$ cat src/rtl/uart_tx.sv
// UART transmitter: one-word holding register feeding a shift register, framed
// as start bit, p_WORD_LEN data bits LSB first, then p_STOP_BITS stop bits.
module uart_tx #(
   parameter int p_CLK_DIV   = 104,
   parameter int p_WORD_LEN  = 8,
   parameter int p_STOP_BITS = 1
) (
   input  logic                  i_clk,
   input  logic                  i_rst_n,
   input  logic                  i_send_en,
   input  logic [p_WORD_LEN-1:0] i_send_data,
   output logic                  o_send_rdy,
   output logic                  o_tx,
   output logic                  o_busy
);

   localparam int BAUD_W = $clog2(p_CLK_DIV * p_STOP_BITS + 1);
   localparam int BIT_W  = $clog2(p_WORD_LEN + 1);

   localparam logic [BAUD_W-1:0] BAUD_LAST = BAUD_W'(p_CLK_DIV - 1);
   localparam logic [BAUD_W-1:0] STOP_LAST = BAUD_W'(p_CLK_DIV * p_STOP_BITS - 1);
   localparam logic [BIT_W-1:0]  BIT_LAST  = BIT_W'(p_WORD_LEN - 1);

   typedef enum logic [1:0] {
      S_IDLE  = 2'd0,
      S_START = 2'd1,
      S_DATA  = 2'd2,
      S_STOP  = 2'd3
   } state_t;

   state_t                state_q;
   logic [BAUD_W-1:0]     baud_cnt_q;
   logic [BIT_W-1:0]      bit_cnt_q;
   // One spare top bit (filled with 1) keeps shift_q[1] legal for any word length.
   logic [p_WORD_LEN:0]   shift_q;
   logic                  tx_q;
   logic                  hold_vld_q;
   logic [p_WORD_LEN-1:0] hold_data_q;

   logic                  hold_vld_d;
   logic [p_WORD_LEN-1:0] hold_data_d;
   logic                  accept;
   logic                  stop_end;
   logic                  load;

   always_comb begin
      accept      = i_send_en && !hold_vld_q;
      stop_end    = (state_q == S_STOP) && (baud_cnt_q == STOP_LAST);
      load        = hold_vld_q && ((state_q == S_IDLE) || stop_end);
      hold_vld_d  = hold_vld_q;
      hold_data_d = hold_data_q;
      if (accept) begin
         hold_vld_d  = 1'b1;
         hold_data_d = i_send_data;
      end else if (load) begin
         hold_vld_d  = 1'b0;
      end
   end

   always_ff @(posedge i_clk) begin
      if (!i_rst_n) begin
         state_q     <= S_IDLE;
         baud_cnt_q  <= '0;
         bit_cnt_q   <= '0;
         shift_q     <= '1;
         tx_q        <= 1'b1;
         hold_vld_q  <= 1'b0;
         hold_data_q <= '0;
      end else begin
         hold_vld_q  <= hold_vld_d;
         hold_data_q <= hold_data_d;
         case (state_q)
            S_IDLE: begin
               if (load) begin
                  state_q    <= S_START;
                  shift_q    <= {1'b1, hold_data_q};
                  baud_cnt_q <= '0;
                  bit_cnt_q  <= '0;
                  tx_q       <= 1'b0;
               end else begin
                  tx_q       <= 1'b1;
               end
            end
            S_START: begin
               if (baud_cnt_q == BAUD_LAST) begin
                  baud_cnt_q <= '0;
                  state_q    <= S_DATA;
                  tx_q       <= shift_q[0];
               end else begin
                  baud_cnt_q <= baud_cnt_q + BAUD_W'(1);
               end
            end
            S_DATA: begin
               if (baud_cnt_q == BAUD_LAST) begin
                  baud_cnt_q <= '0;
                  if (bit_cnt_q == BIT_LAST) begin
                     bit_cnt_q <= '0;
                     state_q   <= S_STOP;
                     tx_q      <= 1'b1;
                  end else begin
                     bit_cnt_q <= bit_cnt_q + BIT_W'(1);
                     shift_q   <= {1'b1, shift_q[p_WORD_LEN:1]};
                     tx_q      <= shift_q[1];
                  end
               end else begin
                  baud_cnt_q <= baud_cnt_q + BAUD_W'(1);
               end
            end
            S_STOP: begin
               if (stop_end) begin
                  baud_cnt_q <= '0;
                  bit_cnt_q  <= '0;
                  // Chain straight into the next start bit when a word is waiting.
                  if (hold_vld_q) begin
                     state_q <= S_START;
                     shift_q <= {1'b1, hold_data_q};
                     tx_q    <= 1'b0;
                  end else begin
                     state_q <= S_IDLE;
                     tx_q    <= 1'b1;
                  end
               end else begin
                  baud_cnt_q <= baud_cnt_q + BAUD_W'(1);
               end
            end
            default: begin
               state_q    <= S_IDLE;
               baud_cnt_q <= '0;
               bit_cnt_q  <= '0;
               tx_q       <= 1'b1;
            end
         endcase
      end
   end

   assign o_send_rdy = ~hold_vld_q;
   assign o_tx       = tx_q;
   assign o_busy     = (state_q != S_IDLE) || hold_vld_q;

endmodule

$ cat config.mk
export PLATFORM = sky130hd
export DESIGN_NAME = uart_tx
export DESIGN_NICKNAME = d
export VERILOG_FILES = /design/src/rtl/uart_tx.sv
export SDC_FILE = /design/constraint.sdc
export NUM_CORES = 1
export LEC_CHECK = 0
export CORE_MARGIN = 8
export CORE_UTILIZATION = 60
export DETAILED_ROUTE_END_ITERATION = 16
export PLACE_DENSITY_LB_ADDON = 0.1
export SETUP_SLACK_MARGIN = 0.02
export SLEW_MARGIN = 20
export SYNTH_ARGS = -nofsm -noshare
export SYNTH_HDL_FRONTEND = slang
export SYNTH_SLANG_ARGS = --single-unit
$ cat constraint.sdc
create_clock -name i_clk -period 3.7 [get_ports i_clk]
set_input_delay 0.37 -clock i_clk [delete_from_list [all_inputs] [get_ports i_clk]]
set_output_delay 0.37 -clock i_clk [all_outputs]
set_load 0.01 [all_outputs]
[Word level (Yosys, flattened, before mapping)]
Index checks and enable logic that the tools add are counted.
Storage, ports and cells
  register bits after elaboration: 32
  output and inout bits: 3
Operators by class
  add/sub/neg operators: 2
  eq/ne operators: 12
  mux-type cells: 31
  bitwise gates (word level): 1
  reduce and logical (&&, ||, !) cells: 15
Operators with widths (number)
  two-way mux 9 bit: 5
  case mux 9 bit (3 select lines): 1
  two-way mux 7 bit: 3
  case mux 7 bit (3 select lines): 1
  two-way mux 4 bit: 4
  != test 2 bit, second input constant: 7
  case mux 4 bit (3 select lines): 1
  two-way mux 2 bit: 5
  two-way mux 1 bit: 9
  case mux 2 bit (4 select lines): 1
  adder 7 x 1 -> 7 bit, second input constant: 1
  equality test 7 bit, second input constant: 1
  AND reduction 6 bit: 1
  AND reduction 5 bit: 1
  adder 4 x 1 -> 4 bit, second input constant: 1
  equality test 2 bit, second input constant: 2
  equality test 4 x 3 -> 1 bit, second input constant: 1
  case mux 1 bit (4 select lines): 1
  AND reduction 4 bit: 1
  nonzero test 2 bit: 2
  logical AND 1 bit: 3
  AND reduction 3 bit: 1
  nonzero test 3 bit: 1
  equality test 2 x 1 -> 1 bit, second input constant: 1
  other kinds (5): 6

[Longest topological paths before layout]
Gate-level depths: netlist (run 1).
  depth after elaboration: 6
  gate-level depth with buffers: 9

[Least setup slack after synthesis (run 1)]
Ideal clock, no wire load.
  path type: register -> register
  start point: register state_q[0]
  end point: register state_q[0]
  library setup time: 86 ps
  arrival time: 1733 ps
  path slack: 1881 ps
  cell stages (with the launch flop): 9
  buffers on the path: 1
  clock period less this slack: 1819 ps
  path through: dfxtp_1 -> inv_1 -> ha_1 -> nor2b_2 -> inv_1 -> buf_2 -> o21ai_0 -> or3_1 -> a221oi_2
On the way
  longest elaborated chain between the ends: 6
  elaborated cells on any way between the ends: 14
  those cells by class: eq/ne (8); mux (1); reduce/logical (5)
Ends and longest elaborated chain
  from (decl): RTL line 31  | state_t state_q;
  from (signal assigned): RTL line 62  | state_q <= S_IDLE;
  from (signal assigned): RTL line 75  | state_q <= S_START;
  from (signal assigned): RTL line 87  | state_q <= S_DATA;
  equality test 2 bit: RTL line 48, 72
  logical AND 1 bit: RTL line 48  | stop_end = (state_q == S_STOP) && (baud_cnt_q == STOP_LAST);
  logical OR 1 bit: RTL line 49  | load = hold_vld_q && ((state_q == S_IDLE) || stop_end);
  logical AND 1 bit: RTL line 49
  != test 2 bit (no line)
  AND reduction 5 bit (no line)
Parallel ways exist; a longest one is shown, timed or not.
A chain may end at the register's enable or synchronous reset.

[Worst setup path in the final report (run 1)]
  start point: register state_q[0]
  end point: output o_busy
On the way
  longest elaborated chain between the ends: 2
Ends and longest elaborated chain
  nonzero test 2 bit: RTL line 138  | assign o_busy = (state_q != S_IDLE) || hold_vld_q;
  logical OR 1 bit: RTL line 138
  to (decl): RTL line 14  | output logic o_busy
No other way between the ends.

==> flow_metrics.env, run 1 <==
export IMPL_firstDrtPassIters=4
export IMPL_syn2layout_area_growth_pct=13.4
export IMPL_die_h_um=66.6
export IMPL_num_vias=1354
export IMPL_drc_errors=0
export IMPL_synth_edff_count=0
export IMPL_dieWidth_um=66.6
export IMPL_ir_drop_mv=0.510
export IMPL_setup_violations=0
export IMPL_finalCritPeriodShare_pct=70.2
export IMPL_fillers=194
export IMPL_hold_path_class="reg -> reg"
export IMPL_rsz0062_at_grt="false"
export IMPL_numCtsBuffers=5
export IMPL_cp_start_kind="flip-flop"
export IMPL_start_util_pct=62.7
export IMPL_tritoncts="yes"
export IMPL_min_period_ps=2600
export IMPL_grt_pass1_wl_um=5810
export IMPL_fin_worst_skew_ps=4.25
export IMPL_timing_fmax_mhz=385
export IMPL_ys_flop_type="dfxtp_1"
export IMPL_path_clk_slew_ps=100
export IMPL_maxSlewViolCount=0
export IMPL_crit_type="reg -> out"
export IMPL_synth_distinct_cells=44
export IMPL_power_density_nw_per_um2=701
export IMPL_arrival_ps=2230
export IMPL_ios=14
export IMPL_antenna_found_initial=0
export IMPL_p_leak_nw=0.653
export IMPL_wirelength_um=3440
export IMPL_cts_setup_buffers=0
export IMPL_overflow=0
export IMPL_clockRootBuffer="clkbuf_4"
export IMPL_post_cts_resized=0
export IMPL_grt_usage_pct=16.6
export IMPL_ys_ff_latch=31
export IMPL_synth_net_count=197
export IMPL_cts_hold_buf=0
export IMPL_wl_per_cell_um=15.6
export IMPL_final_hold_viol_count=0
export IMPL_coreArea_um2=2450
export IMPL_cts_max_level=2
export IMPL_crit_path_end_kind="output pin"
export IMPL_design_area_um2=1750
export IMPL_ys_warnings_count=0
export IMPL_syn_inst=179
export IMPL_dp_hpwl_um=2440
export IMPL_synthTopCellsByArea="dfxtp_1 (40%), nand2_1 (6.3%), a21oi_1 (5.9%), ha_1 (5.7%), nor2b_1 (4.5%)"
export IMPL_finish_net_count=208
export IMPL_cts_sink_count=31
export IMPL_path_max_fanout=11
export IMPL_pre_cts_slack_ps=1290
export IMPL_layout_setup_ws_ps=1100
export IMPL_via_per_inst=6.13
export IMPL_num_antenna_cells=0
export IMPL_synth_top_area_cell="dfxtp_1"
export IMPL_syn_area_um2=1540
export IMPL_die_area_um2=4440
export IMPL_dp_cells=213
export IMPL_clkLatencyLatePin_ps=330
export IMPL_final_cells=221
export IMPL_place_congestion=0.923
export IMPL_postSynthAreaPerCell_um2=8.60
export IMPL_ant_nets=0
export IMPL_drive_gt1_share_pct=6.81
export IMPL_grt_max_degree=26
export IMPL_synth_most_common_cell="dfxtp_1"
export IMPL_clockBufferDepth=2
export IMPL_seq_area_frac_synth_pct=40.3
export IMPL_drv_cap=0
export IMPL_worstPathRequired_ps=3330
export IMPL_port_buffers=13
export IMPL_yosys_top_cells_count="dfxtp_1 (31), nand2_1 (26), a21oi_1 (18)"
export IMPL_grt_pass1_vias=1297
export IMPL_worstMarginPinSlew_ps=777
export IMPL_rows=18
export IMPL_relSlewSlack_pct=48.2
export IMPL_asyncSetResetFlopFracSynth_pct=0
export IMPL_yosysTopAreaCellShare_pct=40.3
export IMPL_total_power_w=0.00122
export IMPL_placed_area_um2=1660
export IMPL_drtIter0Drc=113
export IMPL_outcome="finished clean"
export IMPL_setup_tns_ps=0
## worst paths after layout
kind / startpoint / cells after the start / to / slack, ps
worst min-delay path: hold_data_q[3] / 2 / hold_data_q[3] / 460
worst max-delay path: state_q[0] / 5 / o_busy / 1100
worst min register to register: hold_data_q[3] / 2 / hold_data_q[3] / 460
worst max register to register: state_q[0] / 6 / shift_q[1] / 1200
## placed cells by master, fill, tap and decap left out, types with 2 or more instances in the layout
cell	n
nor2b_1	11
a21boi_0	3
a21oi_1	18
o21ai_1	3
inv_1	5
a211oi_1	2
a2111oi_0	7
and3_1	3
nand4_1	3
o21ai_0	10
dfxtp_1	31
nand2_1	26
clkdlybuf4s50_1	13
nand3_1	5
ha_1	7
clkbuf_4	5
xor2_1	4
nor2_1	8
## layout make-up
cell class              count  area (um2)  area share, %
multi-input cells         133         848           48.6
inverters                   6        22.5           1.29
clock buffers               6        51.3           2.94
clock inverters             2        35.0           2.01
flip-flops and latches     31         621           35.6
repair buffers             13         130           7.46
well taps                  30        37.5           2.15
## metal layers
layer	GRT usage [%]	vias to the layer above	share of wire, %
li1	-	670	-
met1	20.7	623	46
met2	25.8	51	45
met3	4.87	10	6.1
met4	7.20	0	2.3
met5	0	-	0
## per-stage QoR
| stage | util, % | hold slack, ps |
|---|---|---|
| after floorplan | - | 432 |
| after global placement | 67.6 | 441 |
| after detailed placement | 67.6 | 449 |
| after CTS | 71.1 | 468 |
| after global routing | 71.1 | 489 |
| final | 71.1 | 464 |
## critical path, stage by stage (launching register included)
cell and delay, ps:
dfxtp_1 380, inv_1 120, ha_1 280, nor2b_2 210, inv_1 280, clkdlybuf4s50_1 610
## logic make-up (layout without fill, tap and decap cells)
logic type / count (synthesis) / in the layout / share of synthesized area (%)
compound gates: 57 / 57 / 25.6
xor+xnor: 5 / 5 / 2.85
fa+ha+maj: 7 / 7 / 5.69
buf+inv: 15 / 27 / 4.55
flops: 31 / 31 / 40.3
mux: 1 / 1 / 0.650
simple gates: 63 / 63 / 20.3
## sequential cells by signal, summed over array words and instances (netlist names)
name	count
hold_vld_q	1
state_q	2
o_tx	1
shift_q	8
baud_cnt_q	7
bit_cnt_q	4
hold_data_q	8
## report_power, final
group          leakage, nW  switching (W)  internal, W
Sequential           0.254      0.0000460     0.000405
Clock               0.0482       0.000118     0.000160
Combinational        0.351       0.000301     0.000193
Total                0.653       0.000465     0.000758
Note: power is estimated with default switching activity, not from simulation.
==> run 2: changes to the inputs <==
CORE_UTILIZATION = 56   (was 60)
clock period = 2.48 ns   (was 3.7 ns; I/O delays follow)
==> run 2 against run 1 <==
Compared with the run above:
- sequential power rose by 49%
- critical path type unchanged
- sequential cell count did not move
- design area did not move
- first-iteration DRC count fell by 56%
- global-route usage fell by 0.85 points
- clock skew rose by 6.8 ps
- non-clock buffer count rose by 3
- critical path depth did not move
- setup slack got worse by 920 ps
- register-to-register slack got worse by 910 ps
- sequential share of layout area did not move
==> flow_metrics.env, run 2 (synthesis gave the netlist of run 1 again) <==
export IMPL_coreArea_um2=2690
export IMPL_grt_usage_pct=15.8
export IMPL_final_cell_mix="dfxtp_1 (31), nand2_1 (26), a21oi_1 (18), clkdlybuf4s50_1 (13), nor2b_1 (11)"
export IMPL_drive_gt1_share_pct=8.29
export IMPL_hold_path_class="in -> reg"
export IMPL_final_hold_viol_count=0
export IMPL_cts_max_level=2
export IMPL_clockRootBuffer="clkbuf_4"
export IMPL_via_per_inst=6.08
export IMPL_crit_type="reg -> out"
export IMPL_maxSlewViolCount=0
export IMPL_final_cells=224
export IMPL_num_antenna_cells=0
export IMPL_ios=14
export IMPL_num_vias=1362
export IMPL_min_period_ps=2290
export IMPL_r2r_setup_slack_ps=290
export IMPL_wl_met2_um=1620
export IMPL_dr_wl_met3_um=105
export IMPL_p_leak_nw=0.659
export IMPL_fillers=247
export IMPL_hp_start="i_send_data[4]"
export IMPL_worstPathRequired_ps=2230
export IMPL_reg2reg_from="state_q[0]"
export IMPL_crit_path_start="state_q[0]"
export IMPL_rsz0062_at_grt="false"
export IMPL_place_congestion=0.826
export IMPL_finalCritPeriodShare_pct=92.4
export IMPL_grt_pass1_vias=1391
export IMPL_drv_cap=0
export IMPL_ir_drop_mv=0.726
export IMPL_relSlewSlack_pct=61.3
export IMPL_dieWidth_um=68.4
export IMPL_clkLatencyLatePin_ps=330
export IMPL_arrival_ps=2040
export IMPL_rows=19
export IMPL_path_clk_slew_ps=100
export IMPL_overflow=0
export IMPL_tritoncts="yes"
export IMPL_dp_cells=217
export IMPL_grt_pass1_wl_um=5750
export IMPL_grt_max_degree=24
export IMPL_total_power_w=0.00171
export IMPL_dr_max_layer_used="met4"
export IMPL_die_h_um=68.4
export IMPL_cts_setup_buffers=0
export IMPL_dp_hpwl_um=2310
export IMPL_port_buffers=13
export IMPL_path_max_fanout=11
export IMPL_die_area_um2=4680
export IMPL_timing_fmax_mhz=436
export IMPL_setup_tns_ps=0
export IMPL_setup_violations=0
export IMPL_cts_sink_count=31
export IMPL_outcome="finished clean"
export IMPL_wirelength_um=3200
export IMPL_wl_met1_um=1380
export IMPL_reg_top3="hold_data_q x8, shift_q x8, baud_cnt_q x7"
export IMPL_drtIter0Drc=50
export IMPL_fin_worst_skew_ps=11.1
export IMPL_start_util_pct=57.3
export IMPL_power_density_nw_per_um2=979
export IMPL_mostFrequentLayoutCell="dfxtp_1"
export IMPL_antenna_found_initial=0
export IMPL_syn2layout_area_growth_pct=13.4
export IMPL_finish_net_count=211
export IMPL_firstDrtPassIters=4
export IMPL_clockBufferDepth=2
export IMPL_wl_per_cell_um=14.3
export IMPL_crit_path_end_kind="output pin"
export IMPL_drc_errors=0
export IMPL_worstMarginPinSlew_ps=579
export IMPL_ant_nets=0
export IMPL_numCtsBuffers=5
export IMPL_cp_start_kind="flip-flop"
export IMPL_final_util_pct=65.0
[run 2: cell count changes in the layout (fill, tap and decap cells not counted)]
cell       before  now
nor2b_4         0    1
inv_1           5    4
nor2b_2         1    0
buf_4           0    3
bufinv_16       1    0
inv_2           0    1
a2111oi_0       7    6
a2111oi_1       0    1
[run 2: path summary, 6_finish.rpt]
check / endpoint / depth (start not counted)
worst max-delay path: o_busy / 5
worst min-delay path: hold_data_q[4] / 3
worst max register to register: shift_q[4] / 7
worst min register to register: hold_data_q[1] / 2
[run 2: final cells by class]
| cell class | instances | area [um2] | area share (%) |
|---|---|---|---|
| inverters | 6 | 22.5 | 1.29 |
| clock inverters | 1 | 5.00 | 0.287 |
| clock buffers | 6 | 51.3 | 2.94 |
| multi-input cells | 133 | 855 | 49.0 |
| well taps | 31 | 38.8 | 2.22 |
| repair buffers | 16 | 153 | 8.75 |
| flip-flops and latches | 31 | 621 | 35.6 |
[run 2: metal layers]
metal	global-route usage, %	vias up
li1	-	681
met1	17.3	646
met2	27.1	25
met3	4.09	10
met4	8.70	0
met5	0	-
[run 2: repair_timing]
item	in CTS	in global routing
setup endpoints to repair	0	8
gates resized for setup	0	3
hold buffers	0	0
[run 2: metrics by stage]
step                      instance area, um2  setup slack (ps)  hold slack, ps
after CTS                               1740              25.0             445
after floorplan                         1540               661             384
after detailed placement                1680               145             445
after global routing                    1750              86.3             460
final                                   1750               187             453
after global placement                  1680               329             440
[run 2: worst max-delay path, stage by stage (launching register included)]
cell             delay, ps
dfxtp_1                390
inv_1                  120
ha_1                   290
nor2b_4                170
inv_2                  170
clkdlybuf4s50_1        570
[run 2: report_power, final]
part	internal (W)	switching (W)	total, W
logic	0.000304	0.000435	0.000739
clock network	0.000131	0.000168	0.000299
registers	0.000604	0.0000674	0.000671
==> run 3: changes to the inputs <==
GPL_ROUTABILITY_DRIVEN = 0   (was default)
==> results of run 3 <==
Final layout, timing and power as in run 2 (identical DEF).
